===== src/rtl/irq_pkg.sv =====
// Shared types and defaults for the multi-source interrupt controller.
package irq_pkg;

  typedef enum logic [1:0] {
    IDLE    = 2'd0,
    REQ     = 2'd1,
    SERVICE = 2'd2
  } irq_state_t;

  localparam int unsigned NSRC_DEFAULT = 4;

endpackage


===== src/rtl/irq_controller_if.sv =====
// Device/processor-side signal bundle of irq_controller.
// The controller takes the slave view; the driving environment takes the master view.
interface irq_controller_if
  import irq_pkg::*;
#(
  parameter int unsigned NSRC = NSRC_DEFAULT
);
  localparam int unsigned IDW = $clog2(NSRC);

  logic [NSRC-1:0] irq_in;
  logic [NSRC-1:0] irq_mask;
  logic            ExtIAck;
  logic            eoi;
  logic            clr_overrun;
  logic            ExtIRQ;
  logic [IDW-1:0]  irq_id;
  logic [NSRC-1:0] irq_pending;
  logic [NSRC-1:0] irq_overrun;
  logic            irq_busy;

  modport master (
    output irq_in, irq_mask, ExtIAck, eoi, clr_overrun,
    input  ExtIRQ, irq_id, irq_pending, irq_overrun, irq_busy
  );

  modport slave (
    input  irq_in, irq_mask, ExtIAck, eoi, clr_overrun,
    output ExtIRQ, irq_id, irq_pending, irq_overrun, irq_busy
  );
endinterface


===== src/rtl/irq_controller_rr_arbiter.sv =====
// Combinational round-robin picker: first eligible index at or after last_grant+1,
// wrapping modulo NSRC.
module irq_controller_rr_arbiter
  import irq_pkg::*;
#(
  parameter int unsigned NSRC = NSRC_DEFAULT,
  parameter int unsigned IDW  = $clog2(NSRC)
) (
  input  logic [NSRC-1:0] elig,
  input  logic [IDW-1:0]  last_grant,
  output logic [IDW-1:0]  winner,
  output logic            any
);

  int unsigned     off;
  logic [NSRC-1:0] rot;

  always_comb begin
    off = (32'(last_grant) + 32'd1) % NSRC;
    rot = '0;
    for (int unsigned j = 0; j < NSRC; j++) begin
      rot[j] = elig[(j + off) % NSRC];
    end
  end

  // Scan downward so the lowest rotated index is the last, and winning, assignment.
  always_comb begin
    winner = '0;
    any    = 1'b0;
    for (int unsigned j = NSRC; j > 0; j--) begin
      if (rot[j-1]) begin
        any    = 1'b1;
        winner = IDW'((j - 1 + off) % NSRC);
      end
    end
  end

endmodule


===== src/rtl/irq_controller.sv =====
// Edge-latching, maskable, round-robin interrupt controller driving a single
// ExtIRQ line with an ack / end-of-interrupt handshake.
module irq_controller
  import irq_pkg::*;
#(
  parameter int unsigned NSRC = NSRC_DEFAULT
) (
  input  logic               CLOCK_50,
  input  logic               reset,
  irq_controller_if.slave    bus
);

  localparam int unsigned IDW = $clog2(NSRC);

  irq_state_t      state_q, state_d;
  logic [NSRC-1:0] prev_q;
  logic [NSRC-1:0] pend_q, pend_d;
  logic [NSRC-1:0] ovr_q, ovr_d;
  logic [IDW-1:0]  last_q, last_d;
  logic [IDW-1:0]  id_q, id_d;
  logic            irq_q, irq_d;

  logic [NSRC-1:0] edge_det;
  logic [NSRC-1:0] ack_clr;
  logic [NSRC-1:0] elig;
  logic [IDW-1:0]  winner;
  logic            any;

  assign edge_det = bus.irq_in & ~prev_q;
  assign elig     = pend_q & ~bus.irq_mask;

  irq_controller_rr_arbiter #(
    .NSRC (NSRC),
    .IDW  (IDW)
  ) u_arb (
    .elig       (elig),
    .last_grant (last_q),
    .winner     (winner),
    .any        (any)
  );

  // A new edge outranks the ack clear, and only counts as overrun if the bit survives.
  always_comb begin
    ack_clr = '0;
    if (state_q == REQ && bus.ExtIAck) ack_clr[id_q] = 1'b1;
    pend_d = (pend_q & ~ack_clr) | edge_det;
    ovr_d  = (bus.clr_overrun ? '0 : ovr_q) | (edge_det & pend_q & ~ack_clr);
  end

  always_comb begin
    state_d = state_q;
    id_d    = id_q;
    irq_d   = irq_q;
    last_d  = last_q;
    unique case (state_q)
      IDLE: begin
        if (any) begin
          id_d    = winner;
          irq_d   = 1'b1;
          state_d = REQ;
        end
      end
      REQ: begin
        if (bus.ExtIAck) begin
          irq_d   = 1'b0;
          last_d  = id_q;
          state_d = SERVICE;
        end
      end
      SERVICE: begin
        if (bus.eoi) state_d = IDLE;
      end
      default: begin
        state_d = IDLE;
        irq_d   = 1'b0;
      end
    endcase
  end

  always_ff @(posedge CLOCK_50 or negedge reset) begin
    if (!reset) begin
      state_q <= IDLE;
      prev_q  <= '0;
      pend_q  <= '0;
      ovr_q   <= '0;
      last_q  <= IDW'(NSRC - 1);
      id_q    <= '0;
      irq_q   <= 1'b0;
    end else begin
      state_q <= state_d;
      prev_q  <= bus.irq_in;
      pend_q  <= pend_d;
      ovr_q   <= ovr_d;
      last_q  <= last_d;
      id_q    <= id_d;
      irq_q   <= irq_d;
    end
  end

  assign bus.ExtIRQ      = irq_q;
  assign bus.irq_id      = id_q;
  assign bus.irq_pending = pend_q;
  assign bus.irq_overrun = ovr_q;
  assign bus.irq_busy    = (state_q != IDLE);

endmodule


===== src/flat_wrapper.sv =====
// flat-port wrapper written by rule: the top's interface ports become plain ports
module irq_controller_flat import irq_pkg::*;
#(
  parameter int unsigned NSRC = NSRC_DEFAULT
)
  (CLOCK_50, reset, bus_irq_in, bus_irq_mask, bus_ExtIAck, bus_eoi, bus_clr_overrun, bus_ExtIRQ, bus_irq_id, bus_irq_pending, bus_irq_overrun, bus_irq_busy);
  irq_controller_if #(.NSRC(NSRC)) bus_i ();
  input  logic CLOCK_50;
  input  logic reset;
  input wire logic [$bits(bus_i.irq_in)-1:0] bus_irq_in;
  input wire logic [$bits(bus_i.irq_mask)-1:0] bus_irq_mask;
  input wire logic [$bits(bus_i.ExtIAck)-1:0] bus_ExtIAck;
  input wire logic [$bits(bus_i.eoi)-1:0] bus_eoi;
  input wire logic [$bits(bus_i.clr_overrun)-1:0] bus_clr_overrun;
  output wire logic [$bits(bus_i.ExtIRQ)-1:0] bus_ExtIRQ;
  output wire logic [$bits(bus_i.irq_id)-1:0] bus_irq_id;
  output wire logic [$bits(bus_i.irq_pending)-1:0] bus_irq_pending;
  output wire logic [$bits(bus_i.irq_overrun)-1:0] bus_irq_overrun;
  output wire logic [$bits(bus_i.irq_busy)-1:0] bus_irq_busy;
  assign bus_i.irq_in = bus_irq_in;
  assign bus_i.irq_mask = bus_irq_mask;
  assign bus_i.ExtIAck = bus_ExtIAck;
  assign bus_i.eoi = bus_eoi;
  assign bus_i.clr_overrun = bus_clr_overrun;
  assign bus_ExtIRQ = bus_i.ExtIRQ;
  assign bus_irq_id = bus_i.irq_id;
  assign bus_irq_pending = bus_i.irq_pending;
  assign bus_irq_overrun = bus_i.irq_overrun;
  assign bus_irq_busy = bus_i.irq_busy;
  irq_controller #(.NSRC(NSRC)) u_core (.CLOCK_50(CLOCK_50), .reset(reset), .bus(bus_i));
endmodule

===== config.mk =====
export PLATFORM = sky130hd
export DESIGN_NAME = irq_controller_flat
export DESIGN_NICKNAME = d
export VERILOG_FILES = /design/src/rtl/irq_pkg.sv /design/src/rtl/irq_controller_if.sv /design/src/rtl/irq_controller_rr_arbiter.sv /design/src/rtl/irq_controller.sv /design/src/flat_wrapper.sv
export SDC_FILE = /design/constraint.sdc
export NUM_CORES = 1
export LEC_CHECK = 0
export ABC_AREA = 1
export CAP_MARGIN = 0
export CORE_UTILIZATION = 42
export DETAILED_ROUTE_END_ITERATION = 10
export PLACE_DENSITY = 0.73
export SLEW_MARGIN = 20
export SYNTH_ARGS = -nofsm -noshare
export SYNTH_HDL_FRONTEND = slang
export SYNTH_SLANG_ARGS = --single-unit

===== constraint.sdc =====
create_clock -name CLOCK_50 -period 1.4 [get_ports CLOCK_50]
set_clock_uncertainty 0.1 [all_clocks]
set_input_delay 0.21 -clock CLOCK_50 [delete_from_list [all_inputs] [get_ports CLOCK_50]]
set_output_delay 0.21 -clock CLOCK_50 [all_outputs]
set_load 0.01 [all_outputs]

==> qor.csv <==
metric;value;unit
outcome;finished, violations left;
failing checks;negative setup slack;
Vias;951;
Post-Route WL;2618;µm
Synth cell types;23;
M2 GR Usage;38.44;%
total grt overflow;0;
Worst slew margin;78.70;%
Clock transition at path regs;0.11;ns
sw frac;46.89;%
FP Rows;17;
Fill cells;168;
Flop pwr share;27.5;%
final setup violation count;5;
Place WS;-0.2666;ns
Final Cell Area;1520;µm²
final slew viol count;0;
Die W;49.99;µm
nets;176;
worst vdd ir;1.409;mV
CP Max Fanout;7;
GR Util met1;25.05;%
Max Cap Viol;0;
EDFF count, synth;0;
Sum Neg Setup Slack;-1.172;ns
number of synthesized register bits;19;
Crit. End Element;flip-flop;
Num CTS Buffers;3;
CTS tree;built;
H-tree depth;1;
YS warnings;0;
synthesized area per cell;8.266;µm²
Post-CTS Hold Buffers;0;
final hold violation count;0;
clock share of power;7.7;%
area of the core;2191;µm²
reg-to-reg endpoint;u_core.bus.irq_id[0];
Final HPWL DP;1685;µm
Residual DRC;0;
fin crit period;1.736;ns
combinational power share;64.8;%
Die ar.;2499;µm²
Setup Crit Path Kind;flip-flop to flip-flop;
PortBufs;24;
pin count of the biggest net entering global routing;15;
GRT met3 Usage;3.395;%
number of DRC markers in iteration 0;5;
Sw Pwr;1.699;mW
count of clock tree sinks;19;
GPL Wtd Cong;0.8249;
busiest grt layer;met2;
initial core utilization;44.15;%
Hold Crit Class;input port to async pin;
Placed Area;1344;µm²
worst slew pin tran;0.3179;ns
post-synthesis net count;130;
reg2reg setup slack;-0.34;ns
RSZ-0062 raised after global routing;true;
CP Data Required Time;1.50;ns
mapped cell area;967.2;µm²
fraction of layout cells with a size suffix above 1;35.19;%
part of the Yosys area used for sequential elements;49.42;%
Final ANT Viol Nets;0;
ys async rst share;100.0;%
Worst R2R Start;u_core.last_q[0];
Worst Setup Start Kind;flip-flop;
vias in the first global route;942;
n_diodes;0;
CTS max path bufs;2;
Root Buffer;clkbuf_4;
multi-input logic area;525.5;µm²
Final period util;124.0;%
Leakage;0.7539;nW
area delta synth->final;57.18;%
Pwr per Cell Area;2383;nW/µm²
global-route wire length before repair;3981;µm
DR pass1 iterations;4;
DR WL/cell;13.78;µm
clk_lat worst skew;0.29;ns
register area;481.7;µm²
gr usage total;21.80;%
FF-to-FF path depth;8;
IO Count;25;
Power, Total;3.623;mW
Die Y;49.99;µm
antenna violations before repair;0;
Internal;1.924;mW
CP Data Arrival Time;1.84;ns
Max Fclk;575.9;MHz
Gate Count Post-Synth;117;
Vias/cell;5.005;
post-route setup slack;-0.3365;ns
Main synth FF type;dfrtp_1;
metal layers:
metal | routed length (µm) | up-vias
met5 | 0 | -
met3 | 68 | 8
met4 | 56 | 0
met1 | 1094 | 457
li1 | - | 459
met2 | 1398 | 27
per-stage QoR:
step                utilization (%)  std cells  hold slack, ns
floorplan                         -        117         -0.1856
global placement              61.34        180          0.3494
detailed placement            61.34        180          0.3595
CTS                           65.05        188         0.03539
global route                  69.39        190         0.03656
finish                        69.39        190         0.04526
power groups by stage:
stage                     logic (mW)  registers [mW]  clock network, mW
after floorplan                 1.15           0.958                  0
after global placement          1.84           0.957                  0
after detailed placement        1.90           0.969                  0
after CTS                       2.06           0.943              0.282
after global routing            2.54            1.02              0.305
final                           2.35           0.996              0.277
critical path, cell delays in order, from the launching register on:
cell     delay [ns]
dfstp_4        0.73
xnor2_2        0.20
nand2_2        0.13
nand2_4        0.10
nor2_4         0.04
a21oi_2        0.12
nand3_1        0.09
nand2_1        0.08
inv_1          0.04
synth_stat cells, types with 2 or more instances:
master / n / area, µm²
dfstp_2: 2 / 52.55
a21oi_1: 2 / 10.01
dfrtp_1: 17 / 425.4
nand3_1: 15 / 75.07
nand2_2: 5 / 31.28
inv_1: 20 / 75.07
nor2_4: 2 / 22.52
nor2_1: 3 / 11.26
nand2_1: 29 / 108.9
o21ai_0: 5 / 25.02
o22ai_1: 4 / 25.02
nand2_4: 2 / 22.52
cell type report:
| cell class | count | share of cell area (%) |
|---|---|---|
| sequential | 19 | 31.69 |
| multi-input combinational | 75 | 34.57 |
| inverter | 22 | 5.761 |
| timing repair buffer | 42 | 23.95 |
| clock buffer | 4 | 1.728 |
| tap | 28 | 2.305 |
flip-flops by register name (all words and copies together) (netlist names):
signal	flops
u_core.bus.irq_pending	4
u_core.bus.irq_overrun	4
u_core.prev_q	4
u_core.bus.ExtIRQ	1
u_core.bus.irq_id	2
u_core.last_q	2
u_core.state_q	2
cell families (layout without fill, tap and decap cells):
family	after synthesis	count (layout)	synth area share, %
AND/OR/NAND/NOR	59	59	30.14
buffers and inverters	23	68	10.22
AO/OA/AOI/OAI	14	14	8.408
XOR/XNOR	2	2	1.811
flip-flops	19	19	49.42
repair_timing:
| item | 4_1_cts | 5_1_grt |
|---|---|---|
| setup endpoints to repair | 17 | 11 |
| pin swaps | 8 | 8 |
| buffers inserted | 4 | 2 |
| hold endpoints to repair | 0 | 0 |
| cloned | 0 | 0 |
| gates resized for setup | 24 | 20 |
placed cells by master (no fill, tap or decap), types with 3 or more instances in the layout:
cell type / netlist / layout
clkdlybuf4s50_1: 0 / 12
dfrtp_1: 17 / 17
dlygate4sd2_1: 0 / 11
nand2_1: 29 / 22
nand3_2: 0 / 3
buf_4: 0 / 16
o22ai_1: 4 / 4
nor2_4: 2 / 3
nand2_4: 2 / 8
inv_1: 20 / 20
nand2_2: 5 / 6
nand3_1: 15 / 10
clkbuf_4: 0 / 3
o21ai_1: 1 / 3
worst max-delay path by stage:
| stage | cells past startpoint | endpoint | slack (ns) | startpoint |
|---|---|---|---|---|
| 6_report | 8 | u_core.bus.irq_id[0] | -0.34 | u_core.last_q[0] |
| 5_1_grt | 8 | u_core.bus.ExtIRQ | -0.39 | u_core.last_q[0] |
| 4_1_cts | 11 | u_core.bus.irq_id[0] | -0.24 | u_core.last_q[0] |
| 3_5_place_dp | 12 | u_core.bus.irq_id[0] | -0.27 | bus_irq_mask[3] |
| 3_3_place_gp | 12 | u_core.bus.irq_id[0] | -0.24 | bus_irq_mask[3] |
| 2_1_floorplan | 12 | u_core.bus.irq_id[0] | -0.12 | u_core.last_q[0] |
Power figures use the tool's default switching activity.
